File: src/rtl/unit_propagate.sv
// unit_propagate: rewrites a CNF formula after one literal is made true (drop satisfied, strip negated).
// Latency: one clause per cycle; ended pulses L+1 edges after start (j+1 on a conflict at clause j).
// Backpressure: none; start is only honoured in IDLE, starts during a scan are dropped.

package common;
  localparam int PKG_NUMBER_CLAUSES = 16;
  localparam int PKG_NUMBER_LITS    = 4;
  localparam int PKG_VAR_BITS       = 5;
  localparam int PKG_CLEN_W         = $clog2(PKG_NUMBER_LITS + 1);
  localparam int PKG_FLEN_W         = $clog2(PKG_NUMBER_CLAUSES + 1);

  // Literal: polarity bit above the variable index.
  typedef struct packed {
    logic                    neg;
    logic [PKG_VAR_BITS-1:0] var_idx;
  } lit;

  typedef struct packed {
    logic [PKG_CLEN_W-1:0]     len;
    lit [0:PKG_NUMBER_LITS-1]  lits;
  } clause;

  typedef struct packed {
    logic [PKG_FLEN_W-1:0]          len;
    clause [0:PKG_NUMBER_CLAUSES-1] clauses;
  } formula;
endpackage

module unit_propagate
  import common::*;
#(
  // Port types come from the common package, so these must match its constants.
  parameter int NUMBER_CLAUSES = PKG_NUMBER_CLAUSES,
  parameter int NUMBER_LITS    = PKG_NUMBER_LITS,
  parameter int VAR_BITS       = PKG_VAR_BITS
) (
  input  logic   clock,
  input  logic   reset,
  input  logic   start,
  input  formula in_formula,
  input  lit     in_lit,
  output logic   ended,
  output logic   conflict,
  output logic   empty,
  output formula out_formula
);

  localparam int CLEN_W    = $clog2(NUMBER_LITS + 1);
  localparam int FLEN_W    = $clog2(NUMBER_CLAUSES + 1);
  localparam int IDX_W     = $clog2(NUMBER_CLAUSES);
  localparam int LIT_IDX_W = $clog2(NUMBER_LITS);

  // Catch a parameter override that would disagree with the packed port types.
  if (NUMBER_CLAUSES != PKG_NUMBER_CLAUSES || NUMBER_LITS != PKG_NUMBER_LITS ||
      VAR_BITS != PKG_VAR_BITS) begin : g_param_check
    $error("unit_propagate parameters must match the common package");
  end

  typedef enum logic {
    IDLE = 1'b0,
    SCAN = 1'b1
  } state_t;

  state_t             state_q, state_d;
  formula             fin_q, fin_d;
  lit                 lit_q, lit_d;
  logic [FLEN_W-1:0]  i_q, i_d;
  logic [FLEN_W-1:0]  w_q, w_d;
  formula             out_q, out_d;
  logic               ended_q, ended_d;
  logic               conflict_q, conflict_d;
  logic               empty_q, empty_d;

  // Per-clause evaluation of the current clause i
  logic [IDX_W-1:0]   cur_idx;
  logic [IDX_W-1:0]   w_idx;
  clause              cur_cl;
  clause              red_cl;
  logic [CLEN_W-1:0]  red_len;
  logic               cur_sat;
  lit                 neg_lit;
  logic               scan_done;
  logic               red_empty;

  // Match slots below len against the literal and compact the survivors of its negation.
  always_comb begin
    cur_idx  = i_q[IDX_W-1:0];
    w_idx    = w_q[IDX_W-1:0];
    cur_cl   = fin_q.clauses[cur_idx];
    neg_lit  = lit_q;
    neg_lit.neg = ~lit_q.neg;
    cur_sat  = 1'b0;
    red_cl   = '0;
    red_len  = '0;
    for (int k = 0; k < NUMBER_LITS; k++) begin
      if (k < int'(cur_cl.len)) begin
        if (cur_cl.lits[k] == lit_q) begin
          cur_sat = 1'b1;
        end
        if (cur_cl.lits[k] != neg_lit) begin
          red_cl.lits[red_len[LIT_IDX_W-1:0]] = cur_cl.lits[k];
          red_len = red_len + 1'b1;
        end
      end
    end
    red_cl.len = red_len;
    red_empty  = (red_len == '0);
    // Index cap guards against a len field larger than the slot count.
    scan_done  = (i_q >= fin_q.len) || (i_q == FLEN_W'(NUMBER_CLAUSES));
  end

  // State register and all datapath flops, synchronous active-low reset.
  always_ff @(posedge clock) begin
    if (!reset) begin
      state_q    <= IDLE;
      fin_q      <= '0;
      lit_q      <= '0;
      i_q        <= '0;
      w_q        <= '0;
      out_q      <= '0;
      ended_q    <= 1'b0;
      conflict_q <= 1'b0;
      empty_q    <= 1'b0;
    end else begin
      state_q    <= state_d;
      fin_q      <= fin_d;
      lit_q      <= lit_d;
      i_q        <= i_d;
      w_q        <= w_d;
      out_q      <= out_d;
      ended_q    <= ended_d;
      conflict_q <= conflict_d;
      empty_q    <= empty_d;
    end
  end

  // Next state: leave IDLE on start, return when the scan runs out of clauses or hits a conflict.
  always_comb begin
    state_d = state_q;
    case (state_q)
      IDLE: begin
        if (start) begin
          state_d = SCAN;
        end
      end
      SCAN: begin
        if (scan_done || (!cur_sat && red_empty)) begin
          state_d = IDLE;
        end
      end
      default: state_d = IDLE;
    endcase
  end

  // Datapath and outputs: latch on start, then drop, rewrite or terminate one clause per edge.
  always_comb begin
    fin_d      = fin_q;
    lit_d      = lit_q;
    i_d        = i_q;
    w_d        = w_q;
    out_d      = out_q;
    ended_d    = 1'b0;
    conflict_d = conflict_q;
    empty_d    = empty_q;
    case (state_q)
      IDLE: begin
        if (start) begin
          fin_d      = in_formula;
          lit_d      = in_lit;
          i_d        = '0;
          w_d        = '0;
          out_d      = '0;
          conflict_d = 1'b0;
          empty_d    = 1'b0;
        end
      end
      SCAN: begin
        if (scan_done) begin
          ended_d   = 1'b1;
          empty_d   = (w_q == '0);
          out_d.len = w_q;
        end else if (cur_sat) begin
          // Satisfied clause vanishes; output slot stays free for the next survivor.
          i_d = i_q + 1'b1;
        end else begin
          out_d.clauses[w_idx] = red_cl;
          if (red_empty) begin
            // Empty clause: report it as the last clause of the result and stop.
            conflict_d = 1'b1;
            ended_d    = 1'b1;
            empty_d    = 1'b0;
            out_d.len  = w_q + 1'b1;
          end else begin
            w_d = w_q + 1'b1;
            i_d = i_q + 1'b1;
          end
        end
      end
      default: ;
    endcase
  end

  assign ended       = ended_q;
  assign conflict    = conflict_q;
  assign empty       = empty_q;
  assign out_formula = out_q;

endmodule

File: config.mk
export PLATFORM = sky130hd
export DESIGN_NAME = unit_propagate
export DESIGN_NICKNAME = d
export VERILOG_FILES = /design/src/rtl/unit_propagate.sv
export SDC_FILE = /design/constraint.sdc
export NUM_CORES = 2
export LEC_CHECK = 0
export CAP_MARGIN = 20
export CORE_AREA = 8 8 340 342
export DETAILED_ROUTE_END_ITERATION = 6
export DIE_AREA = 0 0 348 350
export PLACE_DENSITY_LB_ADDON = 0.2
export SLEW_MARGIN = 10
export SYNTH_ARGS = -nofsm -noshare
export SYNTH_HDL_FRONTEND = slang
export SYNTH_SLANG_ARGS = --single-unit
File: constraint.sdc
create_clock -name clock -period 5.2 [get_ports clock]
set_clock_uncertainty 0.2 [all_clocks]
set_input_delay 1.56 -clock clock [delete_from_list [all_inputs] [get_ports clock]]
set_output_delay 1.56 -clock clock [all_outputs]
set_load 0.005 [all_outputs]
-- Word-level counts from Yosys, hierarchy flattened
Index checks and enable logic that the tools add are counted.
- word-level logic and storage cells: 427
- input port bits: 446
- RAM bits: 0
- memories: 0
- bits in latches: 0
- bits in read-only memories: 0
- flip-flop bits (word level): 894
- output and inout port bits: 440
- bitwise operators: 7
- equal/unequal tests: 17
- $mul: 0
- divide/modulo/power cells: 0
- shift-type cells: 0
- add/sub/neg operators: 5
- order comparisons: 14
- mux-type cells: 69
- reductions and logical operators: 17
- operators with widths (cell ; number):
    2-to-1 mux 437 bit ; 2
    case mux 437 bit (2 select lines) ; 1
    bitwise mux 432 bit ; 1
    2-to-1 mux 432 bit ; 1
    2-to-1 mux 24 bit ; 6
    binary-select mux 27 bit (select 4 bit) ; 1
    demux 27 bit (select 4 bit) ; 1
    2-to-1 mux 27 bit ; 3
    bitwise mux 24 bit ; 3
    2-to-1 mux 5 bit ; 9
    demux 6 bit (select 2 bit) ; 3
    2-to-1 mux 6 bit ; 5
    == test 6 bit ; 4
    != test 6 bit ; 4
    2-to-1 mux 1 bit ; 22
    case mux 5 bit (2 select lines) ; 2
    2-to-1 mux 3 bit ; 6
    adder 5 x 1 -> 5 bit (second input constant) ; 2
    greater-or-equal comparator 5 bit (second input constant) ; 2
    inverter 4 -> 5 bit ; 2
    adder 3 x 1 -> 3 bit (second input constant) ; 3
    greater-or-equal comparator 3 bit (second input constant) ; 3
    less-than comparator 3 x 1 -> 1 bit (second input constant) ; 3
    inverter 2 -> 3 bit ; 3
    other kinds (20) ; 37

-- Depth between registers and ports, before layout
- depth after elaboration: 25
- mapped depth: 26
- gate-level depth less buffers: 18

-- Worst setup path before layout
No wires, ideal clock.
- path kind: register to register
- start point: reg i_q[1]
- end point: reg w_q[2]
- clock period less this slack: 4.925 ns
- setup time: 0.122 ns
- data arrival time: 4.603 ns
- setup slack: 0.275 ns
- cell stages (with the launch flop): 24
- path buffers: 6
- required time: 4.878 ns
- path through: dfxtp_1 > buf_6 > buf_6 > buf_6 > mux4_2 > mux2i_1 > nand2_1 > a21o_1 > a22oi_1 > and4_1 > nand2b_1 > clkbuf_1 > inv_1 > ha_1 > nand2_1 > nand2_1 > ha_1 > and2_1 > buf_2 > xnor2_1 > buf_2 > o311a_1 > and3b_1 > a221o_1
- longest elaborated chain between the ends: 19
- elaborated cells between the ends (all ways): 43
- classes of those cells: add/sub (3); order compare (5); eq/ne (12); mux (19); bitwise (1); reduce/logical (3)
- ends and longest elaborated chain (element ; line ; text):
    start, declared ; 67 ; logic [FLEN_W-1:0] i_q, i_d;
    start signal, assigned ; 128 ; i_q <= i_d;
    inverter 4 -> 5 bit (not written as such) ; 89 ; cur_cl = fin_q.clauses[cur_idx];
    binary-select mux 27 bit (select 4 bit) ; 89 ;
    2-to-1 mux 27 bit (not written as such) (2 in series) ; 89 ;
    != test 6 bit ; 100 ; if (cur_cl.lits[k] != neg_lit) begin
    2-to-1 mux 1 bit ; 100 ;
    2-to-1 mux 1 bit ; 96 ; if (k < int'(cur_cl.len)) begin
    adder 3 x 1 -> 3 bit ; 102 ; red_len = red_len + 1'b1;
    2-to-1 mux 3 bit ; 100 ;
    [... 2 more ...] ; - ;
    2-to-1 mux 3 bit ; 100 ;
    2-to-1 mux 3 bit ; 96 ;
    adder 3 x 1 -> 3 bit ; 102 ;
    2-to-1 mux 3 bit ; 100 ;
    2-to-1 mux 3 bit ; 96 ;
    logical NOT 3 bit ; 107 ; red_empty = (red_len == '0);
    != test 2 bit (no line) ; - ;
    AND reduction 4 bit (no line) * ; - ;
    end signal, assigned ; 129 ; w_q <= w_d;
    end, declared ; 68 ; logic [FLEN_W-1:0] w_q, w_d;
Every way passes the cells marked *; elsewhere a longest branch is shown, timed or not. The select of a mux whose other input is x is not followed.
A chain may end at the register's enable or synchronous reset.

-- Worst setup path after layout
- start point: reg i_q[0]
- end point: reg out_q (netlist bit out_formula[237])
- longest elaborated chain between the ends: 25
- elaborated cells between the ends (all ways): 71
- classes of those cells: add/sub (2); order compare (11); eq/ne (11); mux (38); bitwise (4); reduce/logical (5)
- ends and longest elaborated chain (element ; line ; text):
    inverter 4 -> 5 bit (not written as such) ; 89 ;
    binary-select mux 27 bit (select 4 bit) ; 89 ;
    2-to-1 mux 27 bit (not written as such) (2 in series) ; 89 ;
    != test 6 bit ; 100 ;
    2-to-1 mux 1 bit ; 100 ;
    2-to-1 mux 1 bit ; 96 ;
    adder 3 x 1 -> 3 bit or inverter 2 -> 3 bit (tied branches) ; 102, 101 ;
    2-to-1 mux 3 bit (tied with other cells) ; 100 ;
    [... 8 more ...] ; - ;
    demux 6 bit (select 2 bit) or 2-to-1 mux 24 bit (tied branches) ; 101, 96 ;
    bitwise mux 24 bit ; 101 ; red_cl.lits[red_len[LIT_IDX_W-1:0]] = cur_cl.lits[k];
    2-to-1 mux 24 bit ; 100 ;
    2-to-1 mux 24 bit ; 96 ;
    bitwise mux 432 bit ; 186 ; out_d.clauses[w_idx] = red_cl;
    2-to-1 mux 437 bit ; 182 ; end else if (cur_sat) begin
    2-to-1 mux 432 bit ; 178 ; if (scan_done) begin
    case mux 437 bit (2 select lines) ; 165 ; case (state_q)
    end signal, assigned ; 130 ; out_q <= out_d;
    end, declared ; 69 ; formula out_q, out_d;
Parallel ways exist; a longest one is shown, timed or not. The select of a mux whose other input is x is not followed.

==> impl_metrics.json <==
{
  "status": "completed",
  "ys_types": 94,
  "ys.flop_type": "dfxtp_1",
  "post_synth.cell_area_avg_sq_um": 9.12,
  "whs_ns": 0.253,
  "io_buffers": 885,
  "clock_path_buffers": 3,
  "design.core.area_sq_um": 110000,
  "multi_input_area_sq_um": 19400,
  "tightest_slew_ns": 1.23,
  "synth.most_common_cell": "nand2_1",
  "cp-startpoint": "i_q[0]",
  "synth_top_area_cell": "dfxtp_1",
  "cts_tree": "yes",
  "met2_usage_pct": 45.7,
  "die_y_um": 350,
  "drv_cap": 0,
  "ys_seq_area_share_pct": 46.0,
  "slew_headroom_pct": 18.1,
  "end_kind": "flop",
  "cts_made_buffers": 99,
  "drtIter0Drc": 2562,
  "dr.pass1.iters": 5,
  "grt-ovfl-total": 0,
  "clkTransAtPathRegs_ns": 0.06,
  "drc_errors": 0,
  "pwr_density_cell_nw_per_um2": 318,
  "final_max_slew_viol_count": 0,
  "setup_viol": 0,
  "crit_slowest_cell": "dfxtp_4",
  "critical_path_peak_fanout": 16,
  "fmax_ghz": 0.201,
  "p_total_mw": 17.0,
  "syn_inst": 4266,
  "arrival_ns": 5.33,
  "path_cells": "buf_12 > mux2i_1 > buf_4 > a221o_1 > a21oi_1 > or3_1 > and2_1 > a41oi_4 > mux2_2 > buf_4 > inv_1 > buf_4 > ha_1 > and2_0 > nand3_1 > a31oi_2 > buf_12 > o2bb2ai_1 > and2_1",
  "max_stage_delay_ns": 0.47,
  "route.detailed.vias_per_inst": 5.22,
  "synth_fp_nets": 4731,
  "cpLargestDelayFamily": "simple AND/OR/NAND/NOR gates",
  "finalCoreUtilization_pct": 48.5,
  "fin_crit_sh_pct": 95.8,
  "synthToLayoutAreaGrowth_pct": 37.3,
  "rrSetupSlack_ns": 0.22,
  "cp_common_cell": "buf_4",
  "totalWireLength_mm": 168,
  "hold_viol": 0,
  "synth_warnings": 0,
  "synthTopCellsByCount": "nand2_1 (1053), dfxtp_1 (894), a21boi_0 (523), clkbuf_1 (267), nor2b_1 (248)",
  "die_w_um": 348,
  "num_rows": 122,
  "grt_use_met1_pct": 31.5,
  "num-fill-cells": 10500,
  "synthTopCellsByArea": "dfxtp_1 (46%), nand2_1 (10%), a21boi_0 (10%)",
  "post_drt_wl_per_cell_um": 25.4,
  "hold_class": "reg2reg",
  "drtAntennaViolNets": 0,
  "drive_above_1_share_pct": 9.63,
  "post-dp-hpwl_mm": 124,
  "track_usage_pct": 26.3,
  "ios": 886,
  "period_minus_slack_ns": 4.98,
  "vias": 34600,
  "worstPathRequired_ns": 5.55,
  "top_usage_layer": "met2",
  "met3_usage_pct": 6.28,
  "synth_edf_count": 0,
  "p_leak_nw": 18.7,
  "place_congestion": 0.870,
  "min_from": "out_formula[177]",
  "synth_top_cell_area_share_pct": 46.0,
  "antenna_found_initial": 31,
  "rsz0062_at_grt": "yes",
  "async_flop_share_pct": 0,
  "synth-seq-cells": 894,
  "fin_nets": 5514,
  "h-tree-depth": 3,
  "path_class": "reg2reg",
  "syn-cell-area_sq_um": 38900,
  "clkLatencyLatePin_ns": 0.69,
  "grt_first_pass_wirelength_mm": 240,
  "grt_pass1_vias": 33800,
  "floorplan.initialDensity_pct": 35.3,
  "cp-start-kind": "flop",
  "worst-path-buf-inv": 6,
  "root_buffer": "clkbuf_16",
  "reg2reg_from": "i_q[0]",
  "grt_max_degree": 224,
  "die_area_sq_um": 122000,
  "clock_sinks": 894,
  "register_area_sq_um": 17900,
  "peakVddDrop_mv": 0.241
}
-- registers in the layout (all words and copies together), names as in the netlist --
| name | count |
|---|---|
| i_q | 5 |
| w_q | 5 |
| conflict | 1 |
| ended | 1 |
| empty | 1 |
| out_formula | 437 |
| fin_q | 437 |
| lit_q | 6 |
| state_q | 1 |
-- worst reg2reg max path, stage by stage (launching register included) --
cell,delay [ns]
dfxtp_4,0.47
buf_12,0.20
mux2i_1,0.34
buf_4,0.19
a221o_1,0.22
a21oi_1,0.12
or3_1,0.41
and2_1,0.21
a41oi_4,0.26
mux2_2,0.40
buf_4,0.17
inv_1,0.08
buf_4,0.11
ha_1,0.14
and2_0,0.37
nand3_1,0.24
a31oi_2,0.28
buf_12,0.19
o2bb2ai_1,0.09
and2_1,0.16
-- layout make-up --
class / instances / area share (%)
clock buffers: 150 / 5.45
multi-input cells: 2975 / 36.4
clock inverters: 34 / 0.916
inverters: 21 / 0.148
flip-flops and latches: 894 / 33.5
diodes: 17 / 0.0796
repair buffers: 1058 / 20.0
well taps: 1488 / 3.49
-- metrics by stage --
step | instance area, sq um | TNS (ns) | cells | setup slack (ns)
floorplan | 38900 | 0 | 4266 | 0.275
global placement | 49900 | 0 | 6435 | 0.0642
detailed placement | 49900 | -0.0145 | 6436 | -0.00819
CTS | 53300 | 0 | 6620 | 0.0392
global route | 53400 | -0.524 | 6632 | -0.0392
finish | 53400 | 0 | 6637 | 0.219
-- layout by cell type, fill, tap and decap left out, types with 21 or more instances in the layout --
master,instances
nand3_1,41
inv_1,21
buf_4,130
clkbuf_8,24
a22o_1,26
nand2_1,1051
a21boi_0,523
mux4_2,60
dfxtp_1,889
and2_1,129
nand2b_1,79
a22oi_1,245
o2bb2ai_1,110
clkdlybuf4s50_1,884
mux2i_1,95
o21ai_0,25
nor2b_1,246
nor2_1,29
clkbuf_16,99
clkbuf_1,27
mux2_2,24
buf_12,41
-- per-layer routing --
metal,share of wire (%),up-vias
met3,7.2,249
met1,40,16800
met2,49,1190
met5,0.087,-
met4,3.5,22
li1,-,16300
-- worst paths after layout --
kind                       to  cells after the start
min          out_formula[177]                      2
max reg2reg  out_formula[237]                     19
max          out_formula[237]                     19
min reg2reg  out_formula[177]                      2
-- report_power, final --
group          total (mW)  switching, mW  internal [mW]
Clock                7.27           3.03           4.24
Sequential           7.21          0.135           7.08
Combinational        2.50           1.51          0.991
-- cell families after synthesis --
group                    after synthesis  synth area share, %
buffers and inverters                397                 4.60
XOR/XNOR                              17                0.421
adder cells (fa/ha/maj)               19                0.611
multiplexers                         187                 6.84
AND/OR/NAND/NOR                     1665                 19.8
flip-flops                           894                 46.0
AO/OA/AOI/OAI                       1087                 21.7
-- what timing repair did --
item | 4_1_cts | 5_1_grt
cloned | 0 | 0
hold buffers | 0 | 0
endpoints found under the setup margin | 29 | 411
endpoints found under the hold margin | 0 | 0
buffers inserted | 0 | 0
gates resized for setup | 3 | 15
pin swaps | 0 | 1
Note: power is estimated with default switching activity, not from simulation.
